===== src/rtl/loop_seq_pkg.sv =====
// Shared types for the loop-nest sequencer and the stride walkers: FSM state
// encoding, default widths and the event codes seen on the walker control inputs.
package loop_seq_pkg;

  localparam int unsigned LOOP_ID_W_DEF = 5;
  localparam int unsigned MAX_LOOPS_DEF = 8;
  localparam int unsigned ITER_W_DEF    = 16;

  typedef enum logic [2:0] {
    ST_IDLE,
    ST_INIT,
    ST_ENTER,
    ST_ITER,
    ST_EXIT,
    ST_ADV,
    ST_DONE
  } seq_state_e;

  typedef enum logic [2:0] {
    EVT_NONE,
    EVT_INIT,
    EVT_ENTER,
    EVT_EXIT,
    EVT_VALID,
    EVT_DONE
  } loop_evt_e;

endpackage


===== src/rtl/loop_iter_regfile.sv =====
// Per-loop iteration limits and live counters. One write port for config
// pushes; one read/increment/clear port at the sequencer's current level.
module loop_iter_regfile
  import loop_seq_pkg::*;
#(
  parameter int unsigned DEPTH  = MAX_LOOPS_DEF,
  parameter int unsigned AW     = 3,
  parameter int unsigned ITER_W = ITER_W_DEF
) (
  input  logic              clk,
  input  logic              reset,
  input  logic              wr_en,
  input  logic [AW-1:0]     wr_idx,
  input  logic [ITER_W-1:0] wr_data,
  input  logic [AW-1:0]     idx,
  input  logic              cnt_inc,
  input  logic              cnt_clr,
  output logic [ITER_W-1:0] lim,
  output logic [ITER_W-1:0] cnt
);

  logic [ITER_W-1:0] lim_q [DEPTH];
  logic [ITER_W-1:0] lim_d [DEPTH];
  logic [ITER_W-1:0] cnt_q [DEPTH];
  logic [ITER_W-1:0] cnt_d [DEPTH];

  always_comb begin
    lim_d = lim_q;
    cnt_d = cnt_q;
    if (wr_en) lim_d[wr_idx] = wr_data;
    if (cnt_clr) cnt_d[idx] = '0;
    else if (cnt_inc) cnt_d[idx] = cnt_q[idx] + ITER_W'(1);
  end

  always_ff @(posedge clk or negedge reset) begin
    if (!reset) begin
      for (int unsigned i = 0; i < DEPTH; i++) begin
        lim_q[i] <= '0;
        cnt_q[i] <= '0;
      end
    end else begin
      lim_q <= lim_d;
      cnt_q <= cnt_d;
    end
  end

  assign lim = lim_q[idx];
  assign cnt = cnt_q[idx];

endmodule


===== src/rtl/loop_nest_sequencer.sv =====
// Walks a configured loop nest outermost->innermost, emitting one registered
// walker control event per non-stalled cycle. Define LOOP_SEQ_PERF_EN for perf_stall_cycles.
module loop_nest_sequencer
  import loop_seq_pkg::*;
#(
  parameter int unsigned LOOP_ID_W = LOOP_ID_W_DEF,
  parameter int unsigned MAX_LOOPS = MAX_LOOPS_DEF,
  parameter int unsigned ITER_W    = ITER_W_DEF
) (
  input  logic                 clk,
  input  logic                 reset,
  input  logic                 start,
  input  logic                 stall,
  input  logic                 cfg_loop_iter_v,
  input  logic [ITER_W-1:0]    cfg_loop_iter,
  output logic                 loop_init,
  output logic                 loop_enter,
  output logic                 loop_exit,
  output logic [LOOP_ID_W-1:0] loop_index,
  output logic                 loop_index_valid,
  output logic                 loop_ctrl_done,
`ifdef LOOP_SEQ_PERF_EN
  output logic [31:0]          perf_stall_cycles,
`endif
  output logic                 busy
);

  // NW holds 0..MAX_LOOPS; AW addresses 0..MAX_LOOPS-1
  localparam int unsigned NW = $clog2(MAX_LOOPS + 1);
  localparam int unsigned AW = (MAX_LOOPS > 1) ? $clog2(MAX_LOOPS) : 1;

  seq_state_e           state_q, state_d;
  logic [AW-1:0]        level_q, level_d;
  logic [NW-1:0]        num_q, num_d;
  logic [AW-1:0]        last_lvl;
  loop_evt_e            evt_d;
  logic [LOOP_ID_W-1:0] idx_q, idx_d;
  logic                 init_q, enter_q, exit_q, valid_q, done_q, busy_q, busy_d;
  logic                 cfg_push, cnt_inc, cnt_clr;
  logic [ITER_W-1:0]    lim, cnt;

  assign last_lvl = AW'(num_q - NW'(1));

  loop_iter_regfile #(
    .DEPTH  (MAX_LOOPS),
    .AW     (AW),
    .ITER_W (ITER_W)
  ) u_regfile (
    .clk     (clk),
    .reset   (reset),
    .wr_en   (cfg_push),
    .wr_idx  (num_q[AW-1:0]),
    .wr_data (cfg_loop_iter),
    .idx     (level_q),
    .cnt_inc (cnt_inc),
    .cnt_clr (cnt_clr),
    .lim     (lim),
    .cnt     (cnt)
  );

  always_comb begin
    state_d  = state_q;
    level_d  = level_q;
    num_d    = num_q;
    evt_d    = EVT_NONE;
    idx_d    = '0;
    cfg_push = 1'b0;
    cnt_inc  = 1'b0;
    cnt_clr  = 1'b0;
    if (!stall) begin
      unique case (state_q)
        ST_IDLE: begin
          if (cfg_loop_iter_v && (num_q < NW'(MAX_LOOPS))) begin
            cfg_push = 1'b1;
            num_d    = num_q + NW'(1);
          end
          // start decides on the pre-push depth
          if (start) state_d = (num_q != '0) ? ST_INIT : ST_DONE;
        end
        ST_INIT: begin
          evt_d   = EVT_INIT;
          level_d = '0;
          state_d = ST_ENTER;
        end
        ST_ENTER: begin
          evt_d = EVT_ENTER;
          idx_d = LOOP_ID_W'(level_q);
          if (level_q == last_lvl) state_d = ST_ITER;
          else level_d = level_q + AW'(1);
        end
        ST_ITER: begin
          evt_d = EVT_VALID;
          idx_d = LOOP_ID_W'(level_q);
          if (cnt == lim) begin
            cnt_clr = 1'b1;
            state_d = ST_EXIT;
          end else begin
            cnt_inc = 1'b1;
          end
        end
        ST_EXIT: begin
          evt_d = EVT_EXIT;
          idx_d = LOOP_ID_W'(level_q);
          if (level_q == '0) state_d = ST_DONE;
          else begin
            level_d = level_q - AW'(1);
            state_d = ST_ADV;
          end
        end
        ST_ADV: begin
          idx_d = LOOP_ID_W'(level_q);
          if (cnt < lim) begin
            evt_d   = EVT_VALID;
            cnt_inc = 1'b1;
            level_d = level_q + AW'(1);
            state_d = ST_ENTER;
          end else begin
            // exhausted outer loop: exit it and keep unwinding
            evt_d   = EVT_EXIT;
            cnt_clr = 1'b1;
            if (level_q == '0) state_d = ST_DONE;
            else level_d = level_q - AW'(1);
          end
        end
        ST_DONE: begin
          evt_d   = EVT_DONE;
          num_d   = '0;
          state_d = ST_IDLE;
        end
        default: state_d = ST_IDLE;
      endcase
    end
    busy_d = (state_d != ST_IDLE);
  end

  always_ff @(posedge clk or negedge reset) begin
    if (!reset) begin
      state_q <= ST_IDLE;
      level_q <= '0;
      num_q   <= '0;
      idx_q   <= '0;
      init_q  <= 1'b0;
      enter_q <= 1'b0;
      exit_q  <= 1'b0;
      valid_q <= 1'b0;
      done_q  <= 1'b0;
      busy_q  <= 1'b0;
    end else begin
      state_q <= state_d;
      level_q <= level_d;
      num_q   <= num_d;
      idx_q   <= idx_d;
      init_q  <= (evt_d == EVT_INIT);
      enter_q <= (evt_d == EVT_ENTER);
      exit_q  <= (evt_d == EVT_EXIT);
      valid_q <= (evt_d == EVT_VALID);
      done_q  <= (evt_d == EVT_DONE);
      busy_q  <= busy_d;
    end
  end

  assign loop_init        = init_q;
  assign loop_enter       = enter_q;
  assign loop_exit        = exit_q;
  assign loop_index       = idx_q;
  assign loop_index_valid = valid_q;
  assign loop_ctrl_done   = done_q;
  assign busy             = busy_q;

`ifdef LOOP_SEQ_PERF_EN
  logic [31:0] perf_q, perf_d;

  always_comb begin
    perf_d = perf_q;
    if ((state_q == ST_IDLE) && start && !stall) perf_d = '0;
    else if (busy_q && stall && (perf_q != '1)) perf_d = perf_q + 32'd1;
  end

  always_ff @(posedge clk or negedge reset) begin
    if (!reset) perf_q <= '0;
    else perf_q <= perf_d;
  end

  assign perf_stall_cycles = perf_q;
`endif

endmodule


===== config.mk =====
export PLATFORM = sky130hd
export DESIGN_NAME = loop_nest_sequencer
export DESIGN_NICKNAME = d
export VERILOG_FILES = /design/src/rtl/loop_seq_pkg.sv /design/src/rtl/loop_iter_regfile.sv /design/src/rtl/loop_nest_sequencer.sv
export SDC_FILE = /design/constraint.sdc
export NUM_CORES = 1
export LEC_CHECK = 0
export ABC_AREA = 1
export BUFFER_PORTS_ARGS = -buffer_cell sky130_fd_sc_hd__buf_2
export CAP_MARGIN = 20
export CORE_ASPECT_RATIO = 1.25
export CORE_MARGIN = 2
export CORE_UTILIZATION = 63
export DETAILED_ROUTE_END_ITERATION = 7
export GPL_TIMING_DRIVEN = 1
export HOLD_SLACK_MARGIN = 0.06
export PLACE_DENSITY = 0.8
export SYNTH_ARGS = -nofsm -noshare
export SYNTH_HDL_FRONTEND = slang
export SYNTH_SLANG_ARGS = --single-unit
export TNS_END_PERCENT = 20

===== constraint.sdc =====
create_clock -name clk -period 4.75 [get_ports clk]
set_clock_uncertainty 0.2 [all_clocks]
set_input_delay 1.425 -clock clk [delete_from_list [all_inputs] [get_ports clk]]
set_output_delay 1.425 -clock clk [all_outputs]
set_load 0.05 [all_outputs]

==> results.toml, run 1 <==
[run_status]
outcome = "completed"

[worst_setup_path]
worstPathRequired_ns = 5.00
crit_arrival_ns = 4.58
cp.buffers_inverters = 6
r2r-start = "level_q[1]"
reg2reg_slack_ns = 0.42
crit_family = "simple AND/OR/NAND/NOR gates"
critPathMaxStageDelay_ns = 0.46
crit_chain = "inv_1, nor2_4, nand2_1, clkinv_1, buf_4, a22o_1, a221oi_1, nand4_1, inv_1, ha_1, nand2_1, inv_1, nand2_1, nand2_1, nand2_1, nand2_1, nand2_1, nand2_1, nand2_1, nand2_1, nand2_2, buf_12, nand3_2, o21ai_1"
crit_top_cell = "nand2_1"
critPathLaunchType = "flop"
crit_fanout = 23
path_class = "flop to flop"
r2r_end = "u_regfile.cnt_q[24]"
worst_path_max_delay_cell = "dfrtp_1"
end_kind = "flop"
reg2reg_depth = 24

[clock_tree]
cts_root_buffer = "clkbuf_16"
clk_path_buf_depth = 3
clock_latency_ns = 0.54
clk_pin_slew_worst_paths_ns = 0.06
cts_tree = "yes"
cts-htree-levels = 1
cts_sinks = 275
numCtsBuffers = 27

[global_route]
use_met3 = 0.0422
grt_overflow = 0
grt_max_degree = 105
grt_pass1_vias = 11800
track_usage = 0.337
met2_usage = 0.562
grt-busiest-layer = "met2"
grt_pass1_wl_um = 60500
use_met1 = 0.430
grt_antenna_before_repair = 0

[layout]
n_antenna_cell = 0
mostFrequentLayoutCells = "nand2_1, dfrtp_1, o21ai_0, inv_1, nand3_1"
multiInputGateArea_um2 = 5790
fillers = 1677
layout.area.seq_um2 = 6880
final_layout_size_suffix_gt1_frac = 0.101
final_common_cell = "nand2_1"
final_nets = 1778
area_delta_synth_final_pct = 10.4

[run]
cap_viol_max_count = 0

[drt]
vias_per_cell = 5.99
ant_nets = 0
dr_total_vias = 12200
drt_iter0_markers = 1036
firstDrtPassIters = 6
drt-total-wl_um = 37600
remaining_drc_errors = 0
wl_per_cell_um = 18.5

[worst_hold_path]
hp-class = "flop to flop"
min_from = "u_regfile.cnt_q[62]"
holdPathStages = 2
hold_path_end = "u_regfile.cnt_q[62]"

[timing]
finalSetupTns_ns = 0
period_share = 0.912
maxSlewHeadroom = 0.441
fin_crit_ns = 4.33
worstMarginPinSlew_ns = 0.838
hold_slack_ns = 0.282
final-hold-violation-count = 0
rsz0062_at_grt = "false"
fmax_ghz = 0.231
setup-violations-final = 0
slew_viol_final = 0

[place]
gp_congestion = 0.954
dp_hpwl_um = 23900
io_buffers = 29

[die]
io_pins = 32
start_util = 0.640
chipWidth_um = 136
rows = 60
core_area_um2 = 21400
die_area_um2 = 22900
chipHeight_um = 169

[power_and_ir_drop]
cellLeakagePower_uw = 0.00773
ir_worst_vdd_mv = 0.473
power_density_nw_per_um2 = 550

[synth]
ys_seq_area_frac = 0.503
syn_inst = 1715
syn_area_um2 = 13700
synth_cell_types = 47
yosys_warnings = 0
ys_ff_latch = 275
syn-mean-instance-area_um2 = 7.98
[metal layers]
| layer | part of all wire | wire length (um) |
|---|---|---|
| met4 | 0.053 | 1980 |
| met3 | 0.080 | 2990 |
| met5 | 0 | 0 |
| met1 | 0.38 | 14200 |
| met2 | 0.49 | 18400 |
[Yosys cell counts, drive strengths merged]
cell / instances / area (um2)
o21ai: 217 / 1120
mux2i: 1 / 10.0
ha: 23 / 288
a22oi: 18 / 135
dfrtp: 275 / 6880
a31oi: 1 / 6.26
a22o: 12 / 105
a221oi: 14 / 123
xnor2: 2 / 17.5
o21bai: 5 / 48.8
nand4: 52 / 332
o22ai: 9 / 56.3
nand3: 85 / 450
clkbuf: 50 / 188
or2: 2 / 12.5
a21boi: 1 / 7.51
conb: 1 / 3.75
xor2: 5 / 43.8
o211ai: 2 / 15.0
nand2: 658 / 2510
nand3b: 5 / 41.3
nor3: 10 / 55.1
clkinv: 4 / 15.0
buf: 32 / 243
inv: 152 / 573
a21oi: 18 / 90.1
and3: 1 / 6.26
o21a: 1 / 7.51
nor2: 59 / 298
[registers in the layout (all words and copies together) (netlist names)]
signal            cells
u_regfile.cnt_q     128
loop_index_valid      1
busy                  1
state_q               3
num_q                 4
level_q               3
loop_exit             1
loop_enter            1
loop_index            3
loop_init             1
loop_ctrl_done        1
u_regfile.lim_q     128
[report_power, final]
part           internal (uW)  switching (uW)
clock network           1380             894
registers               2990             370
logic                    865            1800
[metrics by stage]
stage	area (um2)	utilization	cells	setup WS (ns)	total power, uW
floorplan	13700	-	1716	1.22	5230
global placement	14200	0.662	1984	0.622	5880
detailed placement	14200	0.662	1984	0.419	6000
CTS	15100	0.706	2032	0.372	8290
global route	15100	0.707	2032	0.0999	8830
finish	15100	0.707	2032	0.417	8310
[how the worst max path moves through the flow]
stage / depth (start not counted) / endpoint / from / slack [ns]
3_3_place_gp: 24 / u_regfile.cnt_q[37] / level_q[1] / 0.62
3_5_place_dp: 18 / u_regfile.cnt_q[1] / level_q[2] / 0.42
6_report: 24 / u_regfile.cnt_q[24] / level_q[1] / 0.42
4_1_cts: 18 / u_regfile.cnt_q[64] / level_q[2] / 0.37
2_1_floorplan: 24 / u_regfile.cnt_q[106] / level_q[0] / 1.22
5_1_grt: 22 / u_regfile.cnt_q[80] / level_q[1] / 0.1
[area by class of cell]
cell class,instances,area share
inverters,156,0.0391
clock inverters,8,0.00927
well taps,279,0.0231
multi-input cells,1203,0.383
repair buffers,71,0.0369
flip-flops and latches,275,0.455
clock buffers,40,0.0532
[worst reg2reg max path, delay by kind of cell, from the launching register on]
kind                       cells  cell delay [ns]
buffers and inverters          6             1.20
and+or+nand+nor               14             1.52
DFF                            1             0.46
adders and majority gates      1             0.23
AOI/OAI and AO/OA              3             0.62
[kinds of logic after synthesis]
logic type | share of synthesized area
buffers and inverters | 0.0744
adder cells (fa/ha/maj) | 0.0210
AND/OR/NAND/NOR | 0.271
flip-flops | 0.503
other | 0.000274
AO/OA/AOI/OAI | 0.125
multiplexers | 0.000731
XOR/XNOR | 0.00448
[repair_timing]
| action | CTS | global route |
|---|---|---|
| endpoints found under the setup margin | 0 | 5 |
| setup buffers | 0 | 0 |
| hold buffers | 0 | 0 |
| resized for setup | 0 | 1 |
Power figures use the tool's default switching activity.
==> run 2, diff against run 1 <==
--- a/config.mk
+++ b/config.mk
@@ -6,7 +6,7 @@
 export NUM_CORES = 1
 export LEC_CHECK = 0
 export ABC_AREA = 1
-export BUFFER_PORTS_ARGS = -buffer_cell sky130_fd_sc_hd__buf_2
+export BUFFER_PORTS_ARGS = -buffer_cell sky130_fd_sc_hd__buf_4
 export CAP_MARGIN = 20
 export CORE_ASPECT_RATIO = 1.25
 export CORE_MARGIN = 2
==> results.toml, run 2 (synthesis gave the netlist of run 1 again) <==
[worst_setup_path]
worst_path_max_delay_cell = "dfrtp_1"
crit_arrival_ns = 4.52
crit_fanout = 18
end_kind = "flop"
critPathMaxStageDelay_ns = 0.51
crit_chain = "inv_1, nor2_4, nand2_1, clkinv_1, a22o_1, a221oi_1, nand4_1, inv_1, ha_1, nand2_1, nor2_1, nand2_1, nand2_1, nand2_1, nand2_1, nand2_1, nand2_1, nand2_2, buf_4, nand2_1, o21ai_0"
critPathLaunchType = "flop"
path_class = "flop to flop"
crit_top_cell = "nand2_1"
worstPathRequired_ns = 5.00

[clock_tree]
cts_sinks = 275
clk_path_buf_depth = 3
clock_latency_ns = 0.54
numCtsBuffers = 27
cts.repair_timing.setup_buffer_count = 0
cts_tree = "yes"
clk_pin_slew_worst_paths_ns = 0.07
cts-htree-levels = 1
cts.repair.resized = 0
cts_hold_buf = 0
cts_root_buffer = "clkbuf_16"

[worst_hold_path]
hp-class = "flop to flop"

[power_and_ir_drop]
p_int_uw = 5110
power_density_nw_per_um2 = 543
switching_power_uw = 3080
cellLeakagePower_uw = 0.00772
seqPwrFrac = 0.412
ir_worst_vdd_mv = 0.344
p_total_uw = 8190
pwr-share-comb = 0.326
p_clk_frac = 0.262
swShare = 0.376

[timing]
final-hold-violation-count = 0
setup-violations-final = 0
fin_crit_ns = 4.27
finalSetupTns_ns = 0
worstMarginPinSlew_ns = 1.05
maxSlewHeadroom = 0.295
period_share = 0.899
fmax_ghz = 0.234
slew_viol_final = 0
worst_slack_ns = 0.479
rsz0062_at_grt = "false"

[layout]
final_cells = 2033
layout.area.seq_um2 = 6880
multiInputGateArea_um2 = 5790
area_delta_synth_final_pct = 10.3
final_layout_size_suffix_gt1_frac = 0.101
final_common_cell = "nand2_1"
fillers = 1714
n_antenna_cell = 0
top_regs = "u_regfile.cnt_q: 128 flops, u_regfile.lim_q: 128 flops, num_q: 4 flops"
mostFrequentLayoutCells = "nand2_1, dfrtp_1, o21ai_0, inv_1, nand3_1"
final_nets = 1779

[drt]
vias_per_cell = 5.93
wl_per_cell_um = 18.6
remaining_drc_errors = 0
drt_iter0_markers = 1089
drt-total-wl_um = 37700
dr_total_vias = 12100
firstDrtPassIters = 6
ant_nets = 0

[place]
gp_congestion = 0.939
pre_cts_slack_ns = 0.565
dp_hpwl_um = 24000
io_buffers = 29
dp.cells = 1985

[run_status]
outcome = "completed"

[global_route]
grt_max_degree = 118
grt_pass1_wl_um = 62000
grt_antenna_before_repair = 0
grt_overflow = 0
grt_pass1_vias = 12000
track_usage = 0.343

[die]
rows = 60
die_area_um2 = 22900
chipHeight_um = 169
io_pins = 32
chipWidth_um = 136
core_area_um2 = 21400
start_util = 0.640

[run]
cap_viol_max_count = 0
## run 2: cell types whose count changed in the layout (fill, tap and decap cells not counted), sizes merged
| cell | previous run | this run |
|---|---|---|
| inv | 151 | 152 |
| clkinv | 8 | 12 |
| clkbuf | 40 | 38 |
| clkinvlp | 1 | 0 |
| buf | 71 | 72 |
| bufinv | 4 | 2 |
## run 2: final timing paths
kind	slack (ns)	cells past startpoint	to	from
max	0.48	21	u_regfile.cnt_q[81]	level_q[1]
min	0.28	2	u_regfile.cnt_q[62]	u_regfile.cnt_q[62]
max reg2reg	0.48	21	u_regfile.cnt_q[81]	level_q[1]
min reg2reg	0.28	2	u_regfile.cnt_q[62]	u_regfile.cnt_q[62]
max in group asynchronous	2.69	2	u_regfile.cnt_q[60]	reset
min in group asynchronous	0.76	1	u_regfile.cnt_q[22]	reset
## run 2: cell type report
type	instances	share of cell area
tap	279	0.0231
timing repair buffer	72	0.0404
clock buffer	38	0.0515
clock inverter	10	0.00663
sequential	275	0.456
inverter	156	0.0389
multi-input combinational	1203	0.384
## run 2: stage by stage
step	cell area, um2	hold WS, ns	util
floorplan	13700	0.249	-
global placement	14200	0.262	0.665
detailed placement	14200	0.266	0.665
CTS	15100	0.283	0.706
global route	15100	0.296	0.706
finish	15100	0.280	0.706
## run 2: power groups by stage
stage          logic [uW]  registers [uW]  clock network (uW)
2_1_floorplan        1900            3330                   0
3_5_place_dp         2610            3390                   0
3_3_place_gp         2520            3360                   0
6_report             2670            3370                2150
5_1_grt              3040            3440                2260
4_1_cts              2630            3360                2170
## run 2: critical path: cells and delay by family, from the launching register on
kind	cells	cell delay, ns
adder cells (fa/ha/maj)	1	0.25
AND/OR/NAND/NOR	13	1.39
flip-flops	1	0.51
AO/OA/AOI/OAI	3	0.84
buffers and inverters	4	0.99
## run 2: layer usage
| metal | share of wire | track usage | vias up |
|---|---|---|---|
| li1 | - | - | 5599 |
| met1 | 0.39 | 0.443 | 5741 |
| met2 | 0.49 | 0.570 | 557 |
| met3 | 0.076 | 0.0485 | 156 |
| met4 | 0.051 | 0.166 | 0 |
| met5 | 0 | 0 | - |
==> run 3, diff against run 2 <==
--- a/config.mk
+++ b/config.mk
@@ -18,4 +18,3 @@
 export SYNTH_ARGS = -nofsm -noshare
 export SYNTH_HDL_FRONTEND = slang
 export SYNTH_SLANG_ARGS = --single-unit
-export TNS_END_PERCENT = 20
==> constraint.sdc (replaced) <==
create_clock -name clk -period 4.75 [get_ports clk]
set_clock_uncertainty 0.2 [all_clocks]
set_input_delay 0.2375 -clock clk [delete_from_list [all_inputs] [get_ports clk]]
set_output_delay 0.2375 -clock clk [all_outputs]
set_load 0.05 [all_outputs]
==> results.toml, run 3 (synthesis gave the netlist of run 1 again) <==
[die]
core_area_um2 = 21400
chipHeight_um = 169
io_pins = 32
die_area_um2 = 22900
start_util = 0.640
chipWidth_um = 136
rows = 60

[timing]
setup-violations-final = 0
finalSetupTns_ns = 0
rsz0062_at_grt = "false"
fin_crit_ns = 4.20
slew_viol_final = 0
period_share = 0.884
final-hold-violation-count = 0
worstMarginPinSlew_ns = 1.08
fmax_ghz = 0.238
worst_slack_ns = 0.549
maxSlewHeadroom = 0.281

[power_and_ir_drop]
p_int_uw = 5180
seqPwrFrac = 0.409
swShare = 0.371
power_density_nw_per_um2 = 540
switching_power_uw = 3060
cellLeakagePower_uw = 0.00778
p_clk_frac = 0.268
pwr-share-comb = 0.323
ir_worst_vdd_mv = 0.338

[worst_hold_path]
hp-class = "input port to async pin"

[clock_tree]
cts-htree-levels = 1
cts_tree = "yes"
cts.repair_timing.setup_buffer_count = 0
cts_sinks = 275
cts_hold_buf = 20
clk_path_buf_depth = 3
clock_latency_ns = 0.54
numCtsBuffers = 27
cts_root_buffer = "clkbuf_16"
clk_pin_slew_worst_paths_ns = 0.06
cts.repair.resized = 0

[worst_setup_path]
crit_chain = "nor2_2, nand2_1, clkinv_1, buf_4, a22o_1, nor2_1, nand4_1, inv_1, ha_1, nand4_1, nor3_1, nand2_1, nand2_1, nand2_1, nand2_1, nand2_2, nand2_1, o21ai_0"
cp.buffers_inverters = 3
critPathLaunchType = "flop"
crit_top_cell = "nand2_1"
reg2reg_slack_ns = 0.55
end_kind = "flop"
crit_arrival_ns = 4.40
worstPathRequired_ns = 4.95
critPathMaxStageDelay_ns = 0.49
crit_fanout = 24
worst_path_max_delay_cell = "dfrtp_1"
path_class = "flop to flop"
crit_family = "simple AND/OR/NAND/NOR gates"

[drt]
wl_per_cell_um = 18.1
dr_total_vias = 12100
drt-total-wl_um = 37100
drt_iter0_markers = 1208
ant_nets = 0
firstDrtPassIters = 6
remaining_drc_errors = 0
vias_per_cell = 5.91

[run]
cap_viol_max_count = 0

[layout]
fillers = 1699
top_regs = "u_regfile.cnt_q: 128 flops, u_regfile.lim_q: 128 flops, num_q: 4 flops"
final_util = 0.714
area_delta_synth_final_pct = 11.6
final_nets = 1790
mostFrequentLayoutCells = "nand2_1, dfrtp_1, o21ai_0, inv_1, nand3_1"
final_common_cell = "nand2_1"
layout.area.seq_um2 = 6880
n_antenna_cell = 0
final_layout_size_suffix_gt1_frac = 0.0946
final_cell_area_um2 = 15300
multiInputGateArea_um2 = 5790

[global_route]
grt_max_degree = 129
grt_pass1_vias = 11700
track_usage = 0.332
grt_overflow = 0
grt_pass1_wl_um = 60200
grt_antenna_before_repair = 0

[run_status]
outcome = "completed"

[place]
dp_hpwl_um = 23600
gp_congestion = 0.935
dpl_cell_area_um2 = 14100
pre_cts_slack_ns = 0.609
io_buffers = 29
run 3: cell types whose count changed in the layout (fill, tap and decap cells not counted):
| cell | change |
|---|---|
| dlygate4sd3_1 | +20 |
| buf_4 | -9 |
| clkinv_2 | -4 |
| buf_12 | -3 |
| buf_16 | +2 |
| buf_6 | +1 |
| bufinv_16 | +1 |
| clkbuf_1 | +1 |
| clkbuf_8 | +1 |
| clkinvlp_4 | +1 |
run 3: path summary, 6_finish.rpt:
kind,cells past startpoint,start,end
setup / recovery,18,level_q[1],u_regfile.cnt_q[48]
hold / removal,2,reset,u_regfile.cnt_q[38]
setup reg to reg,18,level_q[1],u_regfile.cnt_q[48]
hold reg to reg,2,u_regfile.cnt_q[42],u_regfile.cnt_q[42]
max in group asynchronous,3,reset,u_regfile.cnt_q[119]
min in group clk,2,u_regfile.cnt_q[42],u_regfile.cnt_q[42]
run 3: area by class of cell:
cell class	instances	area share
Sequential cell	275	0.451
Multi-Input combinational cell	1203	0.379
Clock buffer	40	0.0520
Timing Repair Buffer	83	0.0491
Inverter	156	0.0385
Tap cell	279	0.0229
Clock inverter	8	0.00770
run 3: metrics by stage:
step	power (uW)	std cells	hold WS, ns
CTS	8230	2043	0.250
floorplan	5230	1716	-0.258
finish	8240	2044	0.183
global route	8760	2044	0.275
detailed placement	6000	1975	0.211
global placement	5900	1973	0.198
run 3: routing by layer:
metal	global-route usage	routed length (um)
met5	0	0
met4	0.162	1750
met3	0.0443	2550
met2	0.556	18200
met1	0.425	14600
run 3: worst reg2reg max path, cell delays in order (launching register included):
cell and delay [ns]:
dfrtp_1 0.49, nor2_2 0.43, nand2_1 0.14, clkinv_1 0.27, buf_4 0.23, a22o_1 0.13
nor2_1 0.04, nand4_1 0.06, inv_1 0.04, ha_1 0.30, nand4_1 0.13, nor3_1 0.30
nand2_1 0.10, nand2_1 0.08, nand2_1 0.09, nand2_1 0.14, nand2_2 0.32, nand2_1 0.40
o21ai_0 0.17
run 3: power by group through the flow:
stage | clock network, uW | registers [uW] | logic, uW
after global placement | 0 | 3370 | 2530
after floorplan | 0 | 3330 | 1900
final | 2210 | 3370 | 2660
after global routing | 2330 | 3430 | 3010
after CTS | 2230 | 3360 | 2640
after detailed placement | 0 | 3390 | 2600
